--- config.mk ---
export PLATFORM = sky130hd
export DESIGN_NAME = imem_loader
export DESIGN_NICKNAME = d
export VERILOG_FILES = /design/src/rtl/imem_loader.sv
export SDC_FILE = /design/constraint.sdc
export NUM_CORES = 1
export LEC_CHECK = 0
export BUFFER_PORTS_ARGS = -buffer_cell sky130_fd_sc_hd__buf_2
export CAP_MARGIN = 5
export CORE_MARGIN = 1
export CORE_UTILIZATION = 49
export DETAILED_ROUTE_END_ITERATION = 8
export PLACE_DENSITY = 0.77
export SLEW_MARGIN = 10
export SYNTH_ARGS = -nofsm -noshare
export SYNTH_HDL_FRONTEND = slang
export SYNTH_SLANG_ARGS = --single-unit
--- constraint.sdc ---
create_clock -name clk -period 5.3 [get_ports clk]
set_input_delay 1.06 -clock clk [delete_from_list [all_inputs] [get_ports clk]]
set_output_delay 1.06 -clock clk [all_outputs]
set_load 0.05 [all_outputs]
--- src/rtl/imem_loader.sv ---
// Boot loader: parses SYNC/N/words/CSUM byte frames into instruction RAM writes
// and holds the core in reset until a checksum-valid image has been loaded.
module imem_loader #(
  parameter int          ADDR_W = 6,
  parameter int          INSN_W = 18,
  parameter logic [7:0]  SYNC   = 8'hA5
) (
  input  logic              clk,
  input  logic              rst,
  input  logic              rx_valid,
  input  logic [7:0]        rx_data,
  output logic              rx_ready,
  output logic              imem_we,
  output logic [ADDR_W-1:0] imem_addr,
  output logic [INSN_W-1:0] imem_wdata,
  output logic              cpu_rst,
  output logic              done,
  output logic              err
);
  localparam int         HI_W  = INSN_W - 16;
  localparam logic [8:0] DEPTH = 9'(2**ADDR_W);

  typedef enum logic [2:0] {
    S_IDLE, S_CNT, S_B0, S_B1, S_B2, S_CSUM, S_DONE, S_ERR
  } state_t;

  state_t              state_q, state_d;
  logic [8:0]          n_q, n_d, cnt_q, cnt_d;
  logic [7:0]          csum_q, csum_d, mid_q, mid_d;
  logic [HI_W-1:0]     hi_q, hi_d;
  logic [ADDR_W-1:0]   addr_q, addr_d;
  logic [INSN_W-1:0]   wdata_q, wdata_d;
  logic                we_q, we_d;
  logic                cpu_rst_q, cpu_rst_d, done_q, done_d, err_q, err_d;
  logic                acc;

  assign rx_ready   = ~rst & ~we_q;
  assign acc        = rx_valid & rx_ready;
  assign imem_we    = we_q;
  assign imem_addr  = addr_q;
  assign imem_wdata = wdata_q;
  assign cpu_rst    = cpu_rst_q;
  assign done       = done_q;
  assign err        = err_q;

  always_ff @(posedge clk) begin
    if (rst) begin
      state_q   <= S_IDLE;
      n_q       <= '0;
      cnt_q     <= '0;
      csum_q    <= '0;
      mid_q     <= '0;
      hi_q      <= '0;
      addr_q    <= '0;
      wdata_q   <= '0;
      we_q      <= 1'b0;
      cpu_rst_q <= 1'b1;
      done_q    <= 1'b0;
      err_q     <= 1'b0;
    end else begin
      state_q   <= state_d;
      n_q       <= n_d;
      cnt_q     <= cnt_d;
      csum_q    <= csum_d;
      mid_q     <= mid_d;
      hi_q      <= hi_d;
      addr_q    <= addr_d;
      wdata_q   <= wdata_d;
      we_q      <= we_d;
      cpu_rst_q <= cpu_rst_d;
      done_q    <= done_d;
      err_q     <= err_d;
    end
  end

  always_comb begin
    state_d = state_q;
    n_d     = n_q;
    cnt_d   = cnt_q;
    csum_d  = csum_q;
    mid_d   = mid_q;
    hi_d    = hi_q;
    addr_d  = addr_q;
    wdata_d = wdata_q;
    we_d    = 1'b0;
    // Advance after each write but saturate so a full image never wraps to 0.
    if (we_q && addr_q != '1) addr_d = addr_q + 1'b1;
    if (acc) begin
      case (state_q)
        S_IDLE, S_DONE, S_ERR: begin
          if (rx_data == SYNC) begin
            state_d = S_CNT;
            csum_d  = '0;
          end
        end
        S_CNT: begin
          if (rx_data == 8'd0 || {1'b0, rx_data} > DEPTH) begin
            state_d = S_ERR;
          end else begin
            n_d     = {1'b0, rx_data};
            cnt_d   = '0;
            csum_d  = rx_data;
            addr_d  = '0;
            state_d = S_B0;
          end
        end
        S_B0: begin
          if (rx_data[7:HI_W] != '0) begin
            state_d = S_ERR;
          end else begin
            hi_d    = rx_data[HI_W-1:0];
            csum_d  = csum_q + rx_data;
            state_d = S_B1;
          end
        end
        S_B1: begin
          mid_d   = rx_data;
          csum_d  = csum_q + rx_data;
          state_d = S_B2;
        end
        S_B2: begin
          csum_d  = csum_q + rx_data;
          wdata_d = {hi_q, mid_q, rx_data};
          we_d    = 1'b1;
          cnt_d   = cnt_q + 1'b1;
          state_d = (cnt_q + 1'b1 == n_q) ? S_CSUM : S_B0;
        end
        S_CSUM:  state_d = (rx_data == csum_q) ? S_DONE : S_ERR;
        default: state_d = S_IDLE;
      endcase
    end
  end

  always_comb begin
    cpu_rst_d = (state_d != S_DONE);
    done_d    = (state_d == S_DONE);
    err_d     = (state_d == S_ERR);
  end
endmodule

Word level (Yosys, flattened, before mapping)
Cells that the tools add are included.
Storage, ports and cells
  register bits after elaboration: 66
  input bits: 11
  output and inout bits: 29
  logic and storage cells: 74
Operators by class
  $add $sub $neg: 3
  magnitude comparators: 1
  equal/unequal tests: 17
  muxes and demuxes: 18
  bitwise gates (word level): 7
  reductions and logical operators: 16
Operators by type and width (count)
  one-hot mux 8 bit (4 select lines): 1
  2-to-1 mux 6 bit: 4
  2-to-1 mux 8 bit: 3
  == test 3 bit, second input constant: 6
  one-hot mux 3 bit (6 select lines): 1
  one-hot mux 9 bit (2 select lines): 1
  2-to-1 mux 3 bit: 5
  adder 9 x 1 -> 9 bit, second input constant: 1
  == test 9 x 8 -> 1 bit: 1
  2-to-1 mux 9 bit: 1
  AND reduction 3 bit: 3
  adder 8 bit: 1
  == test 8 bit: 1
  == test 8 bit, second input constant: 1
  greater-than comparator 8 x 7 -> 1 bit, second input constant: 1
  logical NOT 8 bit: 1
  adder 6 x 1 -> 6 bit, second input constant: 1
  == test 3 x 2 -> 1 bit, second input constant: 2
  != test 2 bit, second input constant: 3
  != test 6 bit, second input constant: 1
  nonzero test 6 bit: 1
  NOT 1 bit: 5
  AND reduction 5 bit: 1
  AND reduction 2 bit: 2
  other kinds (11): 14

Logic depth before layout (Yosys ltp)
  depth in word-level cells: 6
  depth in mapped cells: 8
  mapped depth without buffers: 8

Least setup slack after synthesis
OpenSTA, ideal clock, no wires.
  kind: input port to output port
  start: input port rst
  end: output port rx_ready
  arrival: 1873 ps
  required time: 4240 ps
  slack: 2367 ps
  stages: 2
  path buffers: 1
  cells stage by stage: clkbuf_1 nor2_1
Between the ends
  cells in the longest elaborated chain, start to end: 2
Ends and longest elaborated chain
  start, declared: line 9  | input logic rst,
  NOT 1 bit: line 37  | assign rx_ready = ~rst & ~we_q;
  AND 1 bit: line 37
  end, declared: line 12  | output logic rx_ready,
Every way passes these cells.

Final worst setup path
  start: input port rst
  end: register cnt_q[2]
Between the ends
  cells in the longest elaborated chain, start to end: 4
Ends and longest elaborated chain
  NOT 1 bit: line 37
  AND 1 bit: line 37
  AND 1 bit: line 38  | assign acc = rx_valid & rx_ready;
  AND reduction 3 bit (no line)
  end signal, assigned: line 63  | cnt_q <= cnt_d;
  end, declared: line 28  | logic [8:0] n_q, n_d, cnt_q, cnt_d;
Parallel ways exist; a longest one is shown, timed or not.
A chain may end at the register's enable or synchronous reset.

==> results.md <==
* Avg WL per Cell at 14.5 um
* Dominant cells by area after synthesis: dfxtp_1 40%, nand2_1 5.7%, a21oi_1 5.7%
* PostCTS Resize Cnt at 0
* H-tree depth at 3
* Site Rows at 29
* Arr. time, crit path at 3.70 ns
* Class of the worst hold path: register to register
* Mapped Cells at 401
* Final HPWL DP at 5080 um
* Worst Skew at 0.0109 ns
* Fill cell count at 609
* Mapped Area at 0.00334 mm^2
* Worst VDD drop at 0.000128 V
* Clock buffer depth at 2
* Antenna violations before repair at 0
* Syn_nets at 422
* Post-synth top area cell: dfxtp_1
* Levels on crit path at 6
* Die height at 84.5 um
* Final instance area at 0.00374 mm^2
* Leak at 1.52 nW
* Buf/Inv on CP at 2
* Placed instance area at 0.00354 mm^2
* Power Density at 259 mW/mm^2
* Final setup TNS at 0 ns
* Clk Latency, worst-skew pair at 0.35 ns
* Min Hold Slack at 0.452 ns
* Clock sinks at 66
* WHS Path Cells at 2
* Area growth from synthesis to layout at 12.2%
* Slowest stage delay, CP at 0.72 ns
* CP delay by family, top: simple AND/OR/NAND/NOR gates
* I/O pin count at 40
* Number of synthesized register bits at 66
* Clk slew on worst S/H paths at 0.08 ns
* Num CTS Buffers at 9
* Synth Area per Inst at 8.32 um^2
* Fin nets at 451
* Post-synth EDFFs at 0
* Main synth FF type: dfxtp_1
* Share of cells above drive strength 1 at 14.7%
* Residual DRC at 4
* Fraction of registers with async set/reset at 0%
* Worst Max-Slew Pin Slew at 1.05 ns
* Status: finished with violations
* Share of the yosys chip area belonging to registers at 39.6%
* GRT Overall Usage at 22.0%
* RSZ-0062 raised after global routing: false
* Yosys warns at 0
* Fmax at 291 MHz
* GPL Wtd Cong at 0.913
* Crit-path cells: buf_2 -> nor3b_1 -> nand2_1 -> inv_2 -> nand3b_1 -> a21oi_1
* Fin. max-slew vios at 0
* Tmin final at 3.44 ns
* CP endpoint kind: register
* Distinct cell type count after synthesis at 57
* IO buf count at 39
* Fin crit share at 64.9%
* CP required at 5.56 ns
* Post-CTS Setup Repair Bufs at 0
* Relative slew margins at 30.1%
* DR pass1 iterations at 6
* Critical path's slowest cell: nor3b_1
* R2R depth at 6
* CORE AREA at 0.00646 mm^2
* Largest net degree at the start of global routing at 62
* CTS Root Cell: clkbuf_8
* Yosys top cell area share at 39.6%
* WS Path Type: primary input to register
* Placed insts at 496
* Crit path max fanout at 61
* Fin. Hold Viols at 0
* Initial Util at 51.7%
* Vias in the first global route at 2746
* Tot Pwr at 969 uW
* Vias at 2911
* Remaining Overflow, GRT at 0
* Max_cap viols at 0
* Setup violators final at 0
* Violations in the final reports: DRC
* Critical path startpoint category: primary input
* Global-route wire length before repair at 12600 um
* DRT iter0 DRCs at 192
* Antenna Nets Post-Route at 0
* Fin cells at 512
* Detailed Route WL at 7450 um
* Die Width at 84.5 um
* DIE AREA at 0.00714 mm^2
* Vias/cell at 5.69
* CTS Hold Bufs at 0
* CTS tree: done
* Antenna cells at 0
## power breakdown
group          leakage (nW)  total (mW)  internal (mW)  switching (mW)
sequential            0.531       0.496          0.495        0.000110
clock                 0.100       0.433          0.221           0.212
combinational         0.892      0.0398         0.0111          0.0288
## worst paths after layout
kind,slack (ns),to,start
worst max register to register,2.68,cnt_q[2]$_SDFFE_PP0P_,state_q[2]$_SDFF_PP0_
worst max-delay path,1.86,cnt_q[2]$_SDFFE_PP0P_,rst
worst min register to register,0.45,imem_wdata[14]$_SDFFE_PP0P_,mid_q[6]$_SDFFE_PP0P_
worst min-delay path,0.45,imem_wdata[14]$_SDFFE_PP0P_,mid_q[6]$_SDFFE_PP0P_
## layer usage
| metal | GRT usage, % | share of wire (%) | vias to the layer above |
|---|---|---|---|
| met5 | 0 | 0 | - |
| li1 | - | - | 1472 |
| met3 | 4.52 | 4.1 | 12 |
| met1 | 28.8 | 47 | 1376 |
| met4 | 7.24 | 1.6 | 0 |
| met2 | 36.4 | 47 | 51 |
## cells by family (layout without fill, tap and decap cells)
| family | Yosys count | after routing | share of synthesized area, % |
|---|---|---|---|
| AOI/OAI and AO/OA | 87 | 87 | 16.8 |
| xor gates and xnor gates | 24 | 24 | 6.30 |
| adders and majority gates | 10 | 10 | 3.97 |
| buffers and inverters | 27 | 61 | 3.37 |
| DFF | 66 | 66 | 39.6 |
| muxes | 18 | 18 | 5.40 |
| and+or+nand+nor | 169 | 169 | 24.6 |
## through the flow
| step | utilization, % | worst slack [ns] |
|---|---|---|
| 2_1_floorplan | - | 2.37 |
| 3_3_place_gp | 54.8 | 1.62 |
| 3_5_place_dp | 54.8 | 1.52 |
| 4_1_cts | 58.0 | 1.90 |
| 5_1_grt | 58.0 | 1.53 |
| 6_report | 58.0 | 1.86 |
## worst reg2reg max path: cells and delay by family (launching register included)
| kind | cells | cell delay, ns |
|---|---|---|
| flops | 1 | 0.56 |
| simple gates | 3 | 1.13 |
| compound gates | 1 | 0.16 |
| buf+inv | 2 | 0.69 |
## flip-flops by register name, summed over array words and instances, names as in the netlist
name,cells
n_q,8
err,1
hi_q,2
cpu_rst,1
csum_q,8
done,1
imem_addr,6
state_q,3
imem_wdata,18
mid_q,8
cnt_q,9
imem_we,1
## cell usage after synthesis (3+ instances only)
| cell | number |
|---|---|
| nand3_1 | 7 |
| inv_1 | 4 |
| nor2_1 | 49 |
| or2_1 | 3 |
| clkbuf_1 | 18 |
| mux2i_1 | 18 |
| nor4_1 | 3 |
| a21o_1 | 3 |
| xor2_1 | 13 |
| a31oi_1 | 3 |
| ha_1 | 9 |
| nand2_1 | 51 |
| dfxtp_1 | 66 |
| or2_2 | 3 |
| nand4_1 | 3 |
| o21ai_0 | 5 |
| a21oi_1 | 38 |
| nor3_1 | 13 |
| a211oi_1 | 3 |
| xnor2_1 | 11 |
| or3_1 | 7 |
| a221oi_1 | 7 |
| and3_1 | 5 |
| o21ai_1 | 9 |
| nor2b_1 | 10 |
## layout by cell type (no fill, tap or decap), types with 7 or more instances in the layout
cell type  Yosys  layout
nand3_1        7       7
mux2i_1       18      18
nand2_1       51      51
buf_2          2      39
ha_1           9       9
clkbuf_8       0       9
nor3_1        13      13
nor2_1        49      49
dfxtp_1       66      66
o21ai_1        9       9
a21oi_1       38      38
xor2_1        13      13
nor2b_1       10      10
or3_1          7       7
xnor2_1       11      11
a221oi_1       7       7
## layout make-up
cell class,instances,area [um^2],area share [%]
repair buffers,40,203,5.41
multi-input cells,308,1900,50.8
clock inverters,7,77.6,2.07
clock buffers,9,124,3.31
inverters,5,18.8,0.501
well taps,77,96.3,2.57
flip-flops and latches,66,1320,35.3
Note: power is estimated with default switching activity, not from simulation.
